<file path="src/rtl/aes_load_sched.sv">
// aes_load_sched: byte-serial load scheduler for the AES-256 input path.
// It arbitrates between the key requester (32 bytes) and the plaintext block
// requester (16 bytes), and grants one of them at a time to the shared row
// registers. For each granted transfer it sequences the row write strobe and
// the row select, then reports completion to the core with a one-cycle pulse.
// The ready, write-strobe, byte and row-select outputs are decoded
// combinationally from the registered state, the counter and the valid
// inputs. The completion pulses and the key-present level are registered.
module aes_load_sched #(
  parameter int KEY_BYTES = 32,
  parameter int BLK_BYTES = 16,
  parameter int ROW_BYTES = 4
) (
  input  logic       clk,
  input  logic       resetn,
  input  logic       key_valid_i,
  input  logic [7:0] key_byte_i,
  output logic       key_ready_o,
  input  logic       dat_valid_i,
  input  logic [7:0] dat_byte_i,
  output logic       dat_ready_o,
  input  logic       core_busy_i,
  output logic       wr_en_o,
  output logic [7:0] byte_o,
  output logic [2:0] row_sel_o,
  output logic       tgt_key_o,
  output logic       key_loaded_o,
  output logic       blk_loaded_o,
  output logic       key_present_o
);

  typedef enum logic [1:0] {
    ST_IDLE = 2'd0,
    ST_KEY  = 2'd1,
    ST_DATA = 2'd2,
    ST_DONE = 2'd3
  } state_t;

  // Counter value of the last byte of each transfer type, and the row size.
  localparam logic [4:0] KEY_LAST_C = 5'(KEY_BYTES - 1);
  localparam logic [4:0] BLK_LAST_C = 5'(BLK_BYTES - 1);
  localparam logic [4:0] ROW_DIV_C  = 5'(ROW_BYTES);

  // Registered state.
  state_t     state_r;
  logic [4:0] cnt_r;
  logic       tgt_r;
  logic       key_present_r;
  logic       key_loaded_r;
  logic       blk_loaded_r;

  // Next-state and decoded signals.
  state_t     state_nxt_s;
  logic [4:0] cnt_nxt_s;
  logic       tgt_nxt_s;
  logic       key_present_nxt_s;
  logic       key_loaded_nxt_s;
  logic       blk_loaded_nxt_s;
  logic       key_ready_s;
  logic       dat_ready_s;
  logic       accept_s;
  logic [7:0] byte_s;
  logic [2:0] row_idx_s;

  // The row index is the byte index divided by the row size. A key index
  // never exceeds 31, so the quotient always fits in three bits.
  assign row_idx_s = 3'(cnt_r / ROW_DIV_C);

  // Arbitration, byte sequencing and completion handling.
  always_comb begin
    state_nxt_s       = state_r;
    cnt_nxt_s         = cnt_r;
    tgt_nxt_s         = tgt_r;
    key_present_nxt_s = key_present_r;
    key_loaded_nxt_s  = 1'b0;
    blk_loaded_nxt_s  = 1'b0;
    key_ready_s       = 1'b0;
    dat_ready_s       = 1'b0;
    accept_s          = 1'b0;
    byte_s            = 8'h00;
    case (state_r)
      ST_IDLE: begin
        // No new grant is made while the core is busy. Key has priority,
        // and data is only granted once a complete key is present.
        if (!core_busy_i) begin
          if (key_valid_i) begin
            state_nxt_s       = ST_KEY;
            cnt_nxt_s         = 5'd0;
            tgt_nxt_s         = 1'b1;
            key_present_nxt_s = 1'b0;
          end else if (dat_valid_i && key_present_r) begin
            state_nxt_s = ST_DATA;
            cnt_nxt_s   = 5'd0;
            tgt_nxt_s   = 1'b0;
          end else begin
            state_nxt_s = ST_IDLE;
          end
        end else begin
          state_nxt_s = ST_IDLE;
        end
      end
      ST_KEY: begin
        key_ready_s = 1'b1;
        if (key_valid_i) begin
          accept_s = 1'b1;
          byte_s   = key_byte_i;
          if (cnt_r == KEY_LAST_C) begin
            state_nxt_s       = ST_DONE;
            cnt_nxt_s         = 5'd0;
            key_loaded_nxt_s  = 1'b1;
            key_present_nxt_s = 1'b1;
          end else begin
            cnt_nxt_s = cnt_r + 5'd1;
          end
        end else begin
          cnt_nxt_s = cnt_r;
        end
      end
      ST_DATA: begin
        dat_ready_s = 1'b1;
        if (dat_valid_i) begin
          accept_s = 1'b1;
          byte_s   = dat_byte_i;
          if (cnt_r == BLK_LAST_C) begin
            state_nxt_s      = ST_DONE;
            cnt_nxt_s        = 5'd0;
            blk_loaded_nxt_s = 1'b1;
          end else begin
            cnt_nxt_s = cnt_r + 5'd1;
          end
        end else begin
          cnt_nxt_s = cnt_r;
        end
      end
      ST_DONE: begin
        // The completion pulse is visible during this cycle.
        state_nxt_s = ST_IDLE;
      end
      default: begin
        state_nxt_s = ST_IDLE;
        cnt_nxt_s   = 5'd0;
      end
    endcase
  end

  // State register; reset discards any partial transfer.
  always_ff @(posedge clk or negedge resetn) begin
    if (!resetn) begin
      state_r       <= ST_IDLE;
      cnt_r         <= 5'd0;
      tgt_r         <= 1'b0;
      key_present_r <= 1'b0;
      key_loaded_r  <= 1'b0;
      blk_loaded_r  <= 1'b0;
    end else begin
      state_r       <= state_nxt_s;
      cnt_r         <= cnt_nxt_s;
      tgt_r         <= tgt_nxt_s;
      key_present_r <= key_present_nxt_s;
      key_loaded_r  <= key_loaded_nxt_s;
      blk_loaded_r  <= blk_loaded_nxt_s;
    end
  end

  // Output drive; the row select is zero whenever no byte is being written.
  always_comb begin
    key_ready_o   = key_ready_s;
    dat_ready_o   = dat_ready_s;
    wr_en_o       = accept_s;
    byte_o        = byte_s;
    if (accept_s) begin
      row_sel_o = row_idx_s;
    end else begin
      row_sel_o = 3'd0;
    end
    tgt_key_o     = tgt_r;
    key_loaded_o  = key_loaded_r;
    blk_loaded_o  = blk_loaded_r;
    key_present_o = key_present_r;
  end

endmodule

</file>
<file path="config.mk">
export PLATFORM = sky130hd
export DESIGN_NAME = aes_load_sched
export DESIGN_NICKNAME = d
export VERILOG_FILES = /design/src/rtl/aes_load_sched.sv
export SDC_FILE = /design/constraint.sdc
export NUM_CORES = 1
export LEC_CHECK = 0
export ABC_AREA = 1
export ABC_CLOCK_PERIOD_IN_PS = 1800
export BUFFER_PORTS_ARGS = -buffer_cell sky130_fd_sc_hd__buf_2
export CAP_MARGIN = 20
export CORE_MARGIN = 2
export CORE_UTILIZATION = 35
export CTS_BUF_LIST = sky130_fd_sc_hd__clkbuf_4
export DETAILED_ROUTE_END_ITERATION = 6
export SETUP_SLACK_MARGIN = 0.4
export SLEW_MARGIN = 10
export SYNTH_ARGS = -nofsm -noshare
export SYNTH_HDL_FRONTEND = slang
export SYNTH_SLANG_ARGS = --single-unit
</file>
<file path="constraint.sdc">
create_clock -name clk -period 1.8 [get_ports clk]
set_input_delay 0.09 -clock clk [delete_from_list [all_inputs] [get_ports clk]]
set_output_delay 0.09 -clock clk [all_outputs]
set_load 0.01 [all_outputs]
</file>
==> impl_results.md <==
- RSZ-0062 raised after global routing: true
- Placed Instances: 203
- Nets: 225
- CP max FO: 3
- Initial core utilization: 37.6%
- Simple-Gate Fraction of Synth Area: 34.8%
- Post-DP HPWL: 1850 um
- Commonest cells after routing, fill and taps aside: 39 x buf_2, 25 x nand2_1, 19 x nand3_1
- FP Rows: 18
- Largest net degree at the start of global routing: 13
- Worst vdd ir: 0.599 mV
- Worst path slowest cell: dfrtp_1
- Power density cells: 977 nW/um^2
- Tmin final: 1610 ps
- Syn nets: 169
- Warnings, synthesis: 0
- Clock transition time at the flip-flop clock pins of the worst setup and hold paths: 80 ps
- Core area: 2500 sq um
- Max-slew headroom: 81.0%
- Initial antenna violation count: 0
- DRT Wirelength: 2910 um
- Worst path most repeated cell: inv_2
- Critical Path Source Type: flop
- First-pass DRT Iterations: 4
- DR WL/cell: 13.0 um
- Total track usage: 19.5%
- Leak: 0.712 nW
- Port bufs: 38
- Die W: 55.8 um
- First-pass GRT wire length: 4750 um
- Final ANT Viol Nets: 0
- CP required: 1710 ps
- Routability cong.: 0.787
- Setup TNS: 0 ps
- Synth Area in Adders: 13.3%
- Clock Sinks: 11
- Pin slew with the least headroom to its limit: 285 ps
- CP Capture Type: output port
- Number of max-cap violations: 0
- # diodes: 0
- H-tree depth: 1
- Cell area after synthesis: 940 sq um
- Worst hold slack: 117 ps
- CTS tree: built
- Async SR Flop Fraction: 100%
- Die area: 3120 sq um
- Number of synthesized flops with an enable pin: 0
- Clock Skew: 0.810 ps
- Synth-to-layout area growth: 59.7%
- Worst path cell trace: inv_2 -> ha_4 -> inv_8 -> a21oi_4 -> inv_2 -> nor2_2 -> buf_2
- Hold crit path type: in -> reg
- Vias/cell: 5.05
- Sequential element share of the synthesized area: 29.3%
- Final Hold Vio Count: 0
- Starting DRT DRC Count: 97
- CTS root buf: clkbuf_4
- TritonCTS buffer count: 3
- # DRC: 0
- Post-Synthesis Cells: 138
- F_max: 623 MHz
- Synthesized flop and latch total: 11
- CP Class: reg -> out
- Crit path largest cell delay: 400 ps
- Mux share of post-synthesis cell area: 0%
- Grt ovf: 0
- Largest family of logic cells by synthesized area: simple AND/OR/NAND/NOR gates
- Synth Area in Compound Gates: 11.6%
- Crit share post-route: 89.2%
- I/O pin count: 39
- Most common library cell in the layout ignoring fill and taps: buf_2
- Main synth FF type: dfrtp_1
- CTS Buffer Depth: 2
- Syn Area/Cell: 6.81 sq um
- Post-Layout Cell Count: 223
- Yosys cell types: 19
- XOR/XNOR Fraction of Synth Area: 0%
- Max Transition Viols Final: 0
- Worst skew pair latency: 290 ps
- Crit path arrival time: 1520 ps
- Final setup violation count: 0
- Status: finished clean
- Number of global-route vias before repair: 1106
- Die Span Y: 55.8 um
- DR vias: 1126
- Layout cells sized above 1: 50.3%
## registers in the layout, indices dropped and copies added (netlist names)
signal         cells
tgt_key_o          1
key_present_o      1
blk_loaded_o       1
state_r            2
key_loaded_o       1
cnt_r              5
## metal layers
layer  vias up  share of wire, %  GRT usage (%)
met5         -                 0              0
met4         0               3.2           11.2
met3         9               7.2           3.95
met2        46                52           36.6
met1       512                38           19.7
li1        559                 -              -
## worst max-delay path, delay by kind of cell (launching register included)
family          cells  cell delay, ps
flops               1             400
buf+inv             4             330
fa+ha+maj           1             310
compound gates      1             110
simple gates        1              70
## final cells by class
cell class,count,area [sq um]
Multi-Input combinational cell,102,713
Clock buffer,4,30.0
Sequential cell,11,275
Tap cell,30,37.5
Fill cell,224,1000
Inverter,21,86.3
Timing Repair Buffer,55,358
## kinds of logic after synthesis
group                    count (synthesis)
adder cells (fa/ha/maj)                 10
AO/OA/AOI/OAI                           21
AND/OR/NAND/NOR                         71
buffers and inverters                   25
flip-flops                              11
## final timing paths
check / from / end / slack, ps / cells past startpoint
worst max register to register: state_r[1]$_DFFE_PN0P_ / cnt_r[2]$_DFFE_PN0P_ / 210 / 9
worst min-delay path: core_busy_i / tgt_key_o$_DFFE_PN0P_ / 120 / 4
min in group asynchronous: resetn / cnt_r[2]$_DFFE_PN0P_ / 200 / 2
worst max-delay path: state_r[1]$_DFFE_PN0P_ / row_sel_o[1] / 190 / 7
max in group asynchronous: resetn / state_r[0]$_DFFE_PN0P_ / 1380 / 2
worst min register to register: key_present_o$_DFFE_PN0P_ / key_present_o$_DFFE_PN0P_ / 530 / 2
## power by group
group	internal, W	total [W]	switching [W]
clock network	0.000101	0.000211	0.000110
logic	0.000413	0.000934	0.000522
registers	0.000290	0.000321	0.0000307
## cell usage after synthesis (3+ instances only)
| library cell | instances | share of area, % |
|---|---|---|
| a21oi_1 | 8 | 4.3 |
| dfrtp_1 | 11 | 29 |
| ha_1 | 10 | 13 |
| inv_1 | 17 | 6.8 |
| inv_2 | 4 | 1.6 |
| nand2_1 | 30 | 12 |
| nand2_2 | 3 | 2.0 |
| nand3_1 | 21 | 11 |
| nand4_1 | 3 | 2.0 |
| nor2_1 | 10 | 4.0 |
| o21ai_0 | 6 | 3.2 |
| o21ai_1 | 6 | 3.2 |
## repair_timing
action                                  CTS  global route
pin swaps                                13            10
hold buffers                              1             0
endpoints found under the hold margin    11             0
resized for setup                        27            10
gates cloned                              0             1
endpoints found under the setup margin   21            23
setup buffers                            13             1
## metrics by stage
| step | worst slack (ps) | instance area [sq um] | utilization, % | power, W |
|---|---|---|---|---|
| after detailed placement | 199 | 1190 | 47.8 | 0.000944 |
| after CTS | 223 | 1450 | 58.0 | 0.00141 |
| final | 194 | 1500 | 60.0 | 0.00147 |
| after global placement | 302 | 1190 | 47.8 | 0.000928 |
| after global routing | 115 | 1500 | 60.0 | 0.00158 |
| after floorplan | 398 | 985 | - | 0.000771 |
No activity file was read; power rests on OpenSTA's default activity.
